### src/rtl/pong_pkg.sv
// Shared constants and state type for the Pong game logic.
// Geometry defaults, step sizes and the centre/serve position helper.
package pong_pkg;

   localparam int DEF_SCREEN_W   = 640;
   localparam int DEF_SCREEN_H   = 480;
   localparam int DEF_BALL_SIZE  = 8;
   localparam int DEF_PADDLE_X   = 16;
   localparam int DEF_PADDLE_W   = 8;
   localparam int DEF_PADDLE_H   = 64;
   localparam int DEF_BALL_STEP  = 2;
   localparam int DEF_PADDLE_STEP = 4;

   localparam int DEF_CENTER_X   = (DEF_SCREEN_W - DEF_BALL_SIZE) / 2;
   localparam int DEF_CENTER_Y   = (DEF_SCREEN_H - DEF_BALL_SIZE) / 2;

   typedef enum logic {
      PLAY  = 1'b0,
      SERVE = 1'b1
   } game_state_t;

   // Top-left coordinate that centres an object of length obj_len in span.
   function automatic int centre_pos(input int span, input int obj_len);
      return (span - obj_len) / 2;
   endfunction

endpackage

### src/rtl/game_state_module_paddle_ctrl.sv
// Paddle vertical position register: saturating step from the joystick,
// advanced only on frame ticks.
module paddle_ctrl
   import pong_pkg::*;
#(
   parameter int SCREEN_H    = DEF_SCREEN_H,
   parameter int PADDLE_H    = DEF_PADDLE_H,
   parameter int PADDLE_STEP = DEF_PADDLE_STEP
) (
   input  logic       clock,
   input  logic       reset,
   input  logic       update_screen,
   input  logic       joystick_up,
   input  logic       joystick_down,
   output logic [9:0] paddle_y
);

   localparam logic [10:0] Y_MAX  = 11'(SCREEN_H - PADDLE_H);
   localparam logic [10:0] STEP   = 11'(PADDLE_STEP);
   localparam logic [9:0]  Y_INIT = 10'(centre_pos(SCREEN_H, PADDLE_H));

   logic [9:0]  paddle_y_reg;
   logic [9:0]  paddle_y_next;
   logic [10:0] y_ext;

   assign y_ext = {1'b0, paddle_y_reg};

   always_comb begin
      paddle_y_next = paddle_y_reg;
      if (update_screen) begin
         if (joystick_up && !joystick_down) begin
            if (y_ext <= STEP)
               paddle_y_next = '0;
            else
               paddle_y_next = 10'(y_ext - STEP);
         end else if (joystick_down && !joystick_up) begin
            if (y_ext + STEP >= Y_MAX)
               paddle_y_next = Y_MAX[9:0];
            else
               paddle_y_next = 10'(y_ext + STEP);
         end
      end
   end

   always_ff @(posedge clock) begin
      if (reset)
         paddle_y_reg <= Y_INIT;
      else
         paddle_y_reg <= paddle_y_next;
   end

   assign paddle_y = paddle_y_reg;

endmodule

### src/rtl/game_state_module.sv
// Pong game state: ball motion with wall/paddle bounces and a PLAY/SERVE
// state machine, stepped once per frame tick.
module game_state_module
   import pong_pkg::*;
#(
   parameter int SCREEN_W    = DEF_SCREEN_W,
   parameter int SCREEN_H    = DEF_SCREEN_H,
   parameter int BALL_SIZE   = DEF_BALL_SIZE,
   parameter int PADDLE_X    = DEF_PADDLE_X,
   parameter int PADDLE_W    = DEF_PADDLE_W,
   parameter int PADDLE_H    = DEF_PADDLE_H,
   parameter int BALL_STEP   = DEF_BALL_STEP,
   parameter int PADDLE_STEP = DEF_PADDLE_STEP
) (
   input  logic       clock,
   input  logic       reset,
   input  logic       update_screen,
   input  logic       joystick_up,
   input  logic       joystick_down,
   input  logic       arcade_button_pressed,
   output logic [9:0] ball_top,
   output logic [9:0] ball_left,
   output logic [9:0] paddleX,
   output logic [9:0] paddleY
);

   localparam logic [10:0] X_MAX    = 11'(SCREEN_W - BALL_SIZE);
   localparam logic [10:0] Y_MAX    = 11'(SCREEN_H - BALL_SIZE);
   localparam logic [10:0] STEP     = 11'(BALL_STEP);
   localparam logic [10:0] PAD_EDGE = 11'(PADDLE_X + PADDLE_W);
   localparam logic [10:0] SIZE     = 11'(BALL_SIZE);
   localparam logic [10:0] PAD_H    = 11'(PADDLE_H);
   localparam logic [9:0]  CENTER_X = 10'(centre_pos(SCREEN_W, BALL_SIZE));
   localparam logic [9:0]  CENTER_Y = 10'(centre_pos(SCREEN_H, BALL_SIZE));

   game_state_t state_reg, state_next;
   logic [9:0]  ball_x_reg, ball_x_next;
   logic [9:0]  ball_y_reg, ball_y_next;
   logic        dx_right_reg, dx_right_next;
   logic        dy_down_reg, dy_down_next;

   logic [9:0]  paddle_y;
   logic [10:0] x_ext, y_ext, pad_ext;
   logic        overlap;

   paddle_ctrl #(
      .SCREEN_H    (SCREEN_H),
      .PADDLE_H    (PADDLE_H),
      .PADDLE_STEP (PADDLE_STEP)
   ) u_paddle (
      .clock         (clock),
      .reset         (reset),
      .update_screen (update_screen),
      .joystick_up   (joystick_up),
      .joystick_down (joystick_down),
      .paddle_y      (paddle_y)
   );

   assign x_ext   = {1'b0, ball_x_reg};
   assign y_ext   = {1'b0, ball_y_reg};
   assign pad_ext = {1'b0, paddle_y};
   // Overlap uses the paddle position from before this tick's joystick move.
   assign overlap = (y_ext + SIZE > pad_ext) && (y_ext < pad_ext + PAD_H);

   always_comb begin
      state_next    = state_reg;
      ball_x_next   = ball_x_reg;
      ball_y_next   = ball_y_reg;
      dx_right_next = dx_right_reg;
      dy_down_next  = dy_down_reg;
      if (update_screen) begin
         case (state_reg)
            PLAY: begin
               if (dy_down_reg) begin
                  if (y_ext + STEP >= Y_MAX) begin
                     ball_y_next  = Y_MAX[9:0];
                     dy_down_next = 1'b0;
                  end else begin
                     ball_y_next = 10'(y_ext + STEP);
                  end
               end else begin
                  if (y_ext <= STEP) begin
                     ball_y_next  = '0;
                     dy_down_next = 1'b1;
                  end else begin
                     ball_y_next = 10'(y_ext - STEP);
                  end
               end

               if (dx_right_reg) begin
                  if (x_ext + STEP >= X_MAX) begin
                     ball_x_next   = X_MAX[9:0];
                     dx_right_next = 1'b0;
                  end else begin
                     ball_x_next = 10'(x_ext + STEP);
                  end
               end else if ((x_ext <= PAD_EDGE + STEP) && overlap) begin
                  ball_x_next   = PAD_EDGE[9:0];
                  dx_right_next = 1'b1;
               end else if (x_ext <= STEP) begin
                  // Missed: the serve reset overrides this tick's vertical move.
                  state_next    = SERVE;
                  ball_x_next   = CENTER_X;
                  ball_y_next   = CENTER_Y;
                  dx_right_next = 1'b1;
                  dy_down_next  = 1'b1;
               end else begin
                  ball_x_next = 10'(x_ext - STEP);
               end
            end
            SERVE: begin
               ball_x_next   = CENTER_X;
               ball_y_next   = CENTER_Y;
               dx_right_next = 1'b1;
               dy_down_next  = 1'b1;
               if (arcade_button_pressed)
                  state_next = PLAY;
            end
            default: state_next = PLAY;
         endcase
      end
   end

   always_ff @(posedge clock) begin
      if (reset) begin
         state_reg    <= PLAY;
         ball_x_reg   <= CENTER_X;
         ball_y_reg   <= CENTER_Y;
         dx_right_reg <= 1'b1;
         dy_down_reg  <= 1'b1;
      end else begin
         state_reg    <= state_next;
         ball_x_reg   <= ball_x_next;
         ball_y_reg   <= ball_y_next;
         dx_right_reg <= dx_right_next;
         dy_down_reg  <= dy_down_next;
      end
   end

   assign ball_top  = ball_y_reg;
   assign ball_left = ball_x_reg;
   assign paddleX   = 10'(PADDLE_X);
   assign paddleY   = paddle_y;

endmodule

### config.mk
export PLATFORM = sky130hd
export DESIGN_NAME = game_state_module
export DESIGN_NICKNAME = d
export VERILOG_FILES = /design/src/rtl/pong_pkg.sv /design/src/rtl/game_state_module_paddle_ctrl.sv /design/src/rtl/game_state_module.sv
export SDC_FILE = /design/constraint.sdc
export NUM_CORES = 1
export LEC_CHECK = 0
export BUFFER_PORTS_ARGS = -buffer_cell sky130_fd_sc_hd__buf_2
export CELL_PAD_IN_SITES_DETAIL_PLACEMENT = 0
export CELL_PAD_IN_SITES_GLOBAL_PLACEMENT = 2
export CORE_MARGIN = 1
export CORE_UTILIZATION = 34
export DETAILED_ROUTE_END_ITERATION = 6
export HOLD_SLACK_MARGIN = 0.05
export PLACE_DENSITY_LB_ADDON = 0.1
export SYNTH_ARGS = -nofsm -noshare
export SYNTH_HDL_FRONTEND = slang
export SYNTH_SLANG_ARGS = --single-unit
### constraint.sdc
create_clock -name clock -period 3.1 [get_ports clock]
set_input_delay 0.465 -clock clock [delete_from_list [all_inputs] [get_ports clock]]
set_output_delay 0.465 -clock clock [all_outputs]
set_load 0.03 [all_outputs]
==> impl_metrics.yaml <==
outcome:
  status: "finished, final reports clean"
floorplanning:
  core_mm2: 0.00973
  die_height_um: 102
  initial_core_util: 0.349
  die_w_um: 102
  die-area_mm2: 0.0104
  ioPinCount: 46
  rows: 36
critical_path:
  cp_max_fo: 8
  crit_buf_inv: 1
  regToRegStartpoint: "u_paddle.paddle_y[7]$_SDFFE_PP1P_"
  worstPathCellList: "ha_1 -> xnor2_1 -> ha_1 -> a21o_1 -> a21o_1 -> o31ai_1 -> buf_4 -> a31oi_2 -> a311o_1 -> a222oi_1"
  r2r-end: "ball_left[4]$_SDFFE_PP1P_"
  path_class: "reg -> reg"
  start_kind: "register"
  critPathCaptureType: "register"
  crit_family: "compound AO/OA/AOI/OAI gates"
  required_ns: 3.28
  cpPeakStageDelay_ns: 0.49
  worst_r2r_path_depth: 10
  cp.arrival_ns: 3.05
  crit_path_top_delay_cell: "dfxtp_1"
  rrSetupSlack_ns: 0.23
clock_network:
  clock_sinks: 30
  ctsResizeCount: 0
  cts_tree: "built"
  cts_hold_buf: 0
  clk_latency_ns: 0.29
  clockBufferDepth: 2
  cts.htree.levels: 2
  clk_pin_slew_ns: 0.08
  numCtsBuffers: 5
  root_buffer: "clkbuf_8"
  cts_setup_buffers: 0
layout:
  finalInstanceArea_mm2: 0.00387
  areaGrowthSynthToFinish_pct: 14.2
  final.fill_count: 1038
  nets: 534
  drive_gt1_frac: 0.184
  largest_register_ffs: 10
  num_antenna_cells: 0
yosys:
  yosysMostFrequentCell: "nor2_1"
  synth_common_cells: "42 x nor2_1, 34 x nand2_1, 30 x dfxtp_1, 29 x ha_1"
  syn_area_per_cell_um2: 7.34
  yosys.area_share.simple: 0.240
  yosysUniqueCellTypes: 77
  netlist.area_leader.share: 0.177
  synth_edf_count: 0
  syn_area_mm2: 0.00339
  synth-seq-cells: 30
  dominantRegCellSynth: "dfxtp_1"
  yosysWarnings: 0
  synth_xor_area_frac: 0.0387
  synth_top_family_by_area: "compound AO/OA/AOI/OAI gates"
  async_flop_share: 0
  muxShareOfSynthArea: 0.00627
  synth_cells: 462
  yosys.area.top_type: "dfxtp_1"
  synth-compound-area-share: 0.332
  synth_adder_area_share: 0.107
  ys_seq_area_frac: 0.177
  yosys-top-cells-area: "dfxtp_1 18%, ha_1 11%, nor2_1 4.6%"
sta:
  slew_headroom: 0.552
  setup_viol_count_final: 0
  min_period_ns: 2.87
  worstMarginPinSlew_ns: 0.672
  clock.fmax_ghz: 0.348
  slew_violations: 0
  finClkSkew_ns: 0.0104
  rsz0062_at_grt: "no"
  hold_viol: 0
  finalSetupTns_ns: 0
  finalCritPeriodShare: 0.926
grt:
  antenna_found_initial: 0
  grt_use_met3: 0.0328
  grt_usage: 0.215
  busiest_layer: "met2"
  grt_overflow: 0
  global_route.usage.met1: 0.278
  grt_pass1_wl_mm: 17.2
  grt_pass1_vias: 3290
  met2_usage: 0.369
  grt_max_degree: 17
placement:
  place_hpwl_mm: 8.19
  gp_congestion: 0.788
  dpl_cell_area_mm2: 0.00377
  port_buffers: 32
routing:
  wirelength_mm: 10.8
  drt_pre_antenna_iters: 5
  via_per_inst: 5.60
  drc_errors: 0
  drtIter0Drc: 162
  wl_per_cell_um: 17.1
  antenna_left: 0
  vias: 3546
power_and_ir_drop:
  switching_share: 0.427
  power_frac_comb: 0.409
  seqPwrFrac: 0.332
  ir_drop_v: 0.000156
  p_sw_uw: 595
  p_int_uw: 800
  p_clk_frac: 0.258
  p_per_area_mw_per_mm2: 360
  power.leakage_uw: 0.00158
min_path:
  min_path_cells: 4
  hold_path_class: "in -> reg"
  worstHoldStart: "arcade_button_pressed"
  hold_end: "state_reg$_SDFFE_PP0P_"
job:
  drv_cap: 0
## cell usage in the layout, fill, tap and decap left out, types with 4 or more instances in the layout
cell | Yosys | final
a211o_1 | 6 | 6
a211oi_1 | 6 | 6
a21o_1 | 7 | 7
a21oi_1 | 28 | 28
a22oi_1 | 6 | 6
and2_1 | 4 | 4
and3_1 | 5 | 5
and4_1 | 4 | 4
buf_2 | 2 | 32
buf_4 | 13 | 31
clkbuf_8 | 0 | 6
conb_1 | 2 | 13
dfxtp_1 | 30 | 27
ha_1 | 29 | 28
inv_1 | 28 | 28
nand2_1 | 34 | 34
nand2b_1 | 5 | 5
nand3_1 | 19 | 19
nand3b_1 | 4 | 4
nand4_1 | 10 | 10
nor2_1 | 42 | 41
nor3_1 | 10 | 10
o2111ai_1 | 4 | 4
o211ai_1 | 6 | 6
o21ai_0 | 24 | 24
o22ai_1 | 7 | 7
o32ai_1 | 5 | 5
or2_2 | 5 | 5
xnor2_1 | 14 | 14
## through the flow
stage               hold WS (ns)   util  worst slack (ns)  power [µW]  instances
detailed placement         0.501  0.387             0.207        1040        625
finish                     0.441  0.398             0.228        1400        633
CTS                        0.432  0.397             0.178        1400        633
floorplan                  0.450      -            0.0678         884        473
global placement           0.496  0.387             0.288        1040        625
global route               0.450  0.398            0.0347        1490        633
## cells by family after synthesis
group                      Yosys count
and+or+nand+nor                    160
muxes                                2
AOI/OAI and AO/OA                  152
DFF                                 30
buffers and inverters               72
other                                2
adders and majority gates           29
xor gates and xnor gates            15
## final cells by class
type / count / area [µm²] / area share
clock buffer: 6 / 82.6 / 0.0213
clock inverter: 2 / 12.5 / 0.00323
inverter: 28 / 105 / 0.0271
multi-input combinational: 371 / 2510 / 0.648
sequential: 30 / 604 / 0.156
tap: 133 / 166 / 0.0430
timing repair buffer: 63 / 393 / 0.101
## worst reg2reg max path: stages, from the launching register on
cell,delay (ns)
dfxtp_1,0.49
ha_1,0.30
xnor2_1,0.15
ha_1,0.26
a21o_1,0.17
a21o_1,0.19
o31ai_1,0.24
buf_4,0.18
a31oi_2,0.11
a311o_1,0.33
a222oi_1,0.34
## routing by layer
layer | vias to the layer above | share of wire
met5 | - | 0
met3 | 16 | 0.049
met1 | 1660 | 0.46
met4 | 0 | 0.019
met2 | 99 | 0.47
li1 | 1771 | -
## power by group through the flow
stage | clock (µW) | sequential (µW) | combinational, µW
4_1_cts | 370 | 463 | 569
5_1_grt | 391 | 471 | 627
3_3_place_gp | 0 | 472 | 569
3_5_place_dp | 0 | 471 | 566
2_1_floorplan | 0 | 490 | 394
6_report | 360 | 464 | 571
## how the worst max path moves through the flow
stage	from	end	slack, ns	cells after the start
after global placement	u_paddle.paddle_y[7]$_SDFFE_PP1P_	ball_left[4]$_SDFFE_PP1P_	0.29	11
final	u_paddle.paddle_y[7]$_SDFFE_PP1P_	ball_left[4]$_SDFFE_PP1P_	0.23	10
after floorplan	ball_top[6]$_SDFFE_PP1P_	dy_down_reg$_SDFFE_PP1P_	0.07	11
after CTS	ball_top[5]$_SDFFE_PP1P_	ball_top[2]$_SDFFE_PP1P_	0.18	10
after global routing	u_paddle.paddle_y[7]$_SDFFE_PP1P_	ball_left[4]$_SDFFE_PP1P_	0.03	11
after detailed placement	ball_top[5]$_SDFFE_PP1P_	ball_top[2]$_SDFFE_PP1P_	0.21	10
(Power assumes the default switching activity.)
